`src/rtl/hit_or_miss_ctrl.sv`:
```
// Reaction game controller: lights one random target LED per round and
// scores a hit or a miss depending on the first rising button edge.
module hit_or_miss_ctrl #(
    parameter logic [23:0] WINDOW = 24'd12_500_000,
    parameter logic [23:0] GAP    = 24'd6_250_000,
    parameter logic [7:0]  ROUNDS = 8'd20
) (
    input  logic        clock,
    input  logic        reset,
    input  logic        start,
    input  logic [12:0] rnd,
    input  logic [7:0]  btn,
    output logic [7:0]  LED,
    output logic [7:0]  hits,
    output logic [7:0]  misses,
    output logic        round_done,
    output logic        busy,
    output logic        game_over
);

    localparam logic [2:0] S_IDLE   = 3'd0;
    localparam logic [2:0] S_GAP    = 3'd1;
    localparam logic [2:0] S_ARM    = 3'd2;
    localparam logic [2:0] S_WAIT   = 3'd3;
    localparam logic [2:0] S_RESULT = 3'd4;
    localparam logic [2:0] S_DONE   = 3'd5;

    logic [2:0]  r_state;
    logic [23:0] r_gap_cnt;
    logic [23:0] r_win_cnt;
    logic [7:0]  r_round;
    logic [2:0]  r_tgt;
    logic        r_tgt_vld;
    logic [7:0]  r_btn_prev;
    logic [7:0]  r_led;
    logic [7:0]  r_hits;
    logic [7:0]  r_misses;
    logic        r_round_done;
    logic        r_busy;
    logic        r_game_over;

    logic [7:0]  w_edges;
    logic [2:0]  w_arm_idx;
    logic        w_hit;
    logic        w_unused_rnd;

    assign w_edges      = btn & ~r_btn_prev;
    // Avoid repeating the previous target; wraps 7 -> 0.
    assign w_arm_idx    = (r_tgt_vld && (rnd[2:0] == r_tgt)) ? rnd[2:0] + 3'd1 : rnd[2:0];
    assign w_hit        = (w_edges == (8'd1 << r_tgt));
    assign w_unused_rnd = ^rnd[12:3];

    always_ff @(posedge clock or posedge reset) begin
        if (reset) begin
            r_state      <= S_IDLE;
            r_gap_cnt    <= 24'd0;
            r_win_cnt    <= 24'd0;
            r_round      <= 8'd0;
            r_tgt        <= 3'd0;
            r_tgt_vld    <= 1'b0;
            r_btn_prev   <= 8'd0;
            r_led        <= 8'd0;
            r_hits       <= 8'd0;
            r_misses     <= 8'd0;
            r_round_done <= 1'b0;
            r_busy       <= 1'b0;
            r_game_over  <= 1'b0;
        end else begin
            r_btn_prev   <= btn;
            r_round_done <= 1'b0;
            case (r_state)
                S_IDLE, S_DONE: begin
                    if (start) begin
                        r_state     <= S_GAP;
                        r_gap_cnt   <= 24'd0;
                        r_round     <= 8'd0;
                        r_hits      <= 8'd0;
                        r_misses    <= 8'd0;
                        r_tgt_vld   <= 1'b0;
                        r_led       <= 8'd0;
                        r_busy      <= 1'b1;
                        r_game_over <= 1'b0;
                    end
                end
                S_GAP: begin
                    if (r_gap_cnt == GAP - 24'd1) begin
                        r_state   <= S_ARM;
                        r_gap_cnt <= 24'd0;
                    end else begin
                        r_gap_cnt <= r_gap_cnt + 24'd1;
                    end
                end
                S_ARM: begin
                    r_tgt     <= w_arm_idx;
                    r_tgt_vld <= 1'b1;
                    r_led     <= 8'd1 << w_arm_idx;
                    r_win_cnt <= 24'd0;
                    r_state   <= S_WAIT;
                end
                S_WAIT: begin
                    // A press on the last window cycle wins over the timeout.
                    if ((w_edges != 8'd0) || (r_win_cnt == WINDOW - 24'd1)) begin
                        r_state      <= S_RESULT;
                        r_led        <= 8'd0;
                        r_round_done <= 1'b1;
                        r_round      <= r_round + 8'd1;
                        if ((w_edges != 8'd0) && w_hit) begin
                            if (r_hits != 8'hFF) r_hits <= r_hits + 8'd1;
                        end else begin
                            if (r_misses != 8'hFF) r_misses <= r_misses + 8'd1;
                        end
                    end else begin
                        r_win_cnt <= r_win_cnt + 24'd1;
                    end
                end
                S_RESULT: begin
                    if (r_round == ROUNDS) begin
                        r_state     <= S_DONE;
                        r_led       <= 8'hFF;
                        r_busy      <= 1'b0;
                        r_game_over <= 1'b1;
                    end else begin
                        r_state   <= S_GAP;
                        r_gap_cnt <= 24'd0;
                    end
                end
                default: r_state <= S_IDLE;
            endcase
        end
    end

    assign LED        = r_led;
    assign hits       = r_hits;
    assign misses     = r_misses;
    assign round_done = r_round_done;
    assign busy       = r_busy;
    assign game_over  = r_game_over;

endmodule
```
`config.mk`:
```
export PLATFORM = sky130hd
export DESIGN_NAME = hit_or_miss_ctrl
export DESIGN_NICKNAME = d
export VERILOG_FILES = /design/src/rtl/hit_or_miss_ctrl.sv
export SDC_FILE = /design/constraint.sdc
export NUM_CORES = 1
export LEC_CHECK = 0
export CORE_MARGIN = 5
export CORE_UTILIZATION = 53
export DETAILED_ROUTE_END_ITERATION = 10
export GPL_ROUTABILITY_DRIVEN = 0
export PLACE_DENSITY_LB_ADDON = 0.2
export SLEW_MARGIN = 10
export SYNTH_ARGS = -nofsm -noshare
export SYNTH_HDL_FRONTEND = slang
export SYNTH_SLANG_ARGS = --single-unit
export TNS_END_PERCENT = 100
```
`constraint.sdc`:
```
create_clock -name clock -period 8.7 [get_ports clock]
set_input_delay 1.74 -clock clock [delete_from_list [all_inputs] [get_ports clock]]
set_output_delay 1.74 -clock clock [all_outputs]
set_load 0.01 [all_outputs]
```
==> flow_metrics.py <==
metrics = {
    "sta": {
        "skew_ns": 0.01140,
        "hold_ws_ns": 0.5143,
        "final_max_slew_viol_count": 0,
        "worstMarginPinSlew_ns": 0.8014,
        "setup_violations": 0,
        "max_freq_mhz": 248.5,
        "slew_headroom_pct": 46.58,
        "fin_setup_tns_ns": 0,
        "rsz0062_at_grt": "false",
        "finalCritPeriodShare_pct": 46.26,
        "min_period_ns": 4.025,
        "hold_violations": 0,
    },
    "clock_network": {
        "hold_buffers": 0,
        "clk_pin_slew_worst_paths_ns": 0.09,
        "cts.sinks": 98,
        "ctsResizeCount": 0,
        "cts_tree": "yes",
        "cts.htree.levels": 3,
        "cts_setup_buffers": 0,
        "clock_latency_ns": 0.37,
        "cts_root_buffer": "clkbuf_8",
        "cts_inserted_buffers": 9,
        "clockBufferDepth": 2,
    },
    "pwr": {
        "p_sw_share_pct": 37.45,
        "internal_power_mw": 0.8231,
        "p_comb_share_pct": 33.4,
        "vdd_ir_drop_max_mv": 0.1010,
        "power.switching_mw": 0.4929,
        "p_per_area_nw_per_um2": 218.1,
        "clockPowerShare_pct": 21.0,
        "p_leak_nw": 2.463,
        "p_seq_share_pct": 45.6,
        "total_power_mw": 1.316,
    },
    "synth": {
        "dominantRegCellSynth": "dfrtp_1",
        "yosysMostFrequentCell": "dfrtp_1",
        "syn-cell-area_sq_um": 5325,
        "yosysTopAreaCell": "dfrtp_1",
        "synth_nets": 616,
        "synth_cell_types": 62,
        "seq_area_frac_synth_pct": 46.05,
        "ys_top_cells_by_count": "dfrtp_1, nor2_1, nand2_1",
        "synth_warnings": 0,
        "synth_top_area_share_pct": 46.05,
        "netlist_instances": 585,
        "async_flop_share_pct": 100.0,
        "ys_ff_latch": 98,
        "synth_area_leaders": "dfrtp_1, nor2_1, nand2_1",
        "synth_edf_count": 0,
        "synth.avg_cell_area_sq_um": 9.103,
    },
    "routing": {
        "first_pass_iters": 5,
        "avgViaCountPerCell": 5.806,
        "drc": 0,
        "routed_wl_microns": 11300,
        "vias": 4407,
        "drt-initial-drc-count": 226,
        "ant_nets": 0,
        "wl_per_cell_microns": 14.89,
    },
    "die": {
        "rows": 36,
        "initial_core_util_pct": 54.48,
        "core_area_sq_um": 9774,
        "die_h_microns": 110.2,
        "die_area_sq_um": 12150,
        "ios": 51,
        "die_w_microns": 110.2,
    },
    "grt": {
        "grt.overflow.total": 0,
        "track_usage_pct": 20.21,
        "grt_antenna_before_repair": 0,
        "grt_pass1_wl_microns": 19660,
        "first_global_vias": 4254,
        "grt_max_degree": 63,
    },
    "min_path": {
        "whs_endpoint": "LED[2]",
        "hp-class": "register to register",
        "min-delay-start": "LED[2]",
        "worstHoldPathCells": 1,
    },
    "critical_path": {
        "critPathArrivalTime_ns": 4.28,
        "worstPathMaxFanout": 8,
        "end_kind": "register",
        "r2r_end": "r_gap_cnt[23]",
        "reg2reg_slack_ns": 5.91,
        "start_kind": "primary input",
        "required_ns": 8.95,
        "r2r-start": "r_round[0]",
        "worst-r2r-cell-count": 9,
        "startpoint": "btn[6]",
        "crit_type": "primary input to register",
    },
    "finish": {
        "final_nets": 652,
        "regArea_sq_um": 2452,
        "post-route-util_pct": 61.74,
        "multi_input_comb_area_sq_um": 2748,
        "n_fill_cell": 844,
        "antenna_cells": 0,
        "layout-drive-gt1-share_pct": 7.827,
        "area_growth_pct": 13.32,
    },
    "placed_design": {
        "dp_hpwl_microns": 8041,
        "port_buffers": 40,
    },
    "flow_run": {
        "max_cap_violations": 0,
    },
    "outcome": {
        "status": "complete, no violations",
    },
}
[metrics by stage]
| stage | setup slack [ns] | cells | area (sq um) |
|---|---|---|---|
| floorplan | 4.398 | 585 | 5325 |
| global placement | 4.388 | 743 | 5849 |
| detailed placement | 4.329 | 743 | 5849 |
| CTS | 4.724 | 759 | 6032 |
| global route | 4.507 | 759 | 6035 |
| finish | 4.675 | 759 | 6035 |
[worst max-delay path by stage]
stage / to / slack [ns] / cells past startpoint
floorplan: LED[0] / 4.40 / 1
global placement: r_win_cnt[16] / 4.39 / 8
detailed placement: hits[3] / 4.33 / 8
CTS: hits[0] / 4.72 / 8
global route: r_win_cnt[14] / 4.51 / 8
finish: hits[0] / 4.68 / 8
[cells by family (layout without fill, tap and decap cells)]
family	count (synthesis)	count (layout)	share of synthesized area [%]
AND/OR/NAND/NOR	297	297	29.37
flip-flops	98	98	46.05
AO/OA/AOI/OAI	97	97	11.25
XOR/XNOR	42	42	6.908
buffers and inverters	33	74	2.490
multiplexers	11	11	2.279
adder cells (fa/ha/maj)	7	7	1.645
[critical path, cell delays in order]
cell	delay (ns)
clkdlybuf4s50_1	0.47
nor2b_1	0.30
a211oi_1	0.08
a2111oi_0	0.62
o21ai_1	0.28
nor2_2	0.33
o21ai_0	0.17
mux2_2	0.28
[power groups by stage]
| stage | combinational [mW] | sequential (mW) | clock [mW] |
|---|---|---|---|
| 2_1_floorplan | 0.317 | 0.578 | 0 |
| 3_3_place_gp | 0.427 | 0.604 | 0 |
| 3_5_place_dp | 0.442 | 0.608 | 0 |
| 4_1_cts | 0.443 | 0.600 | 0.286 |
| 5_1_grt | 0.489 | 0.615 | 0.306 |
| 6_report | 0.440 | 0.600 | 0.276 |
[layer usage]
| metal | wire (microns) | up-vias | global-route usage, % | share of wire, % |
|---|---|---|---|---|
| li1 | - | 2163 | - | - |
| met1 | 5175 | 2124 | 26.96 | 46 |
| met2 | 5413 | 102 | 32.89 | 48 |
| met3 | 518 | 18 | 3.611 | 4.6 |
| met4 | 195 | 0 | 7.828 | 1.7 |
| met5 | 0 | - | 0 | 0 |
[placed cells by master, fill, tap and decap left out, types with 3 or more instances in the layout]
cell type / Yosys / layout
nor2_1: 69 / 68
ha_1: 7 / 7
nand3_1: 31 / 31
o21ai_1: 3 / 3
buf_4: 0 / 4
nand2_1: 68 / 68
a211oi_1: 3 / 3
a31oi_1: 4 / 4
dfrtp_1: 98 / 98
mux2_2: 9 / 9
and3b_1: 3 / 3
or4_1: 3 / 3
nor2_2: 3 / 4
o21ai_0: 42 / 42
nor2b_1: 9 / 9
o22ai_1: 4 / 4
xnor2_1: 27 / 27
clkdlybuf4s50_1: 0 / 40
or3_1: 14 / 14
nor3_1: 15 / 15
a21oi_1: 18 / 18
and3_1: 9 / 9
nor4_1: 18 / 18
inv_1: 14 / 13
xor2_1: 15 / 15
clkbuf_8: 0 / 11
and4_1: 4 / 4
o311ai_0: 3 / 3
and2_1: 4 / 4
nand4_1: 11 / 11
a22o_1: 4 / 4
nand2b_1: 12 / 12
[state kept, by name, summed over array words and instances (netlist names), 3 cells and up]
name / flops
r_gap_cnt: 24
r_win_cnt: 24
LED: 8
hits: 8
misses: 8
r_btn_prev: 8
r_round: 8
r_state: 3
r_tgt: 3
[cell type report]
cell class                      count  area share, %
Inverter                           14         0.9123
Timing Repair Buffer               44          7.132
Clock buffer                       13          2.633
Sequential cell                    98          40.64
Tap cell                          133          2.758
Clock inverter                      3         0.3939
Multi-Input combinational cell    454          45.53
No activity file was read; power rests on OpenSTA's default activity.
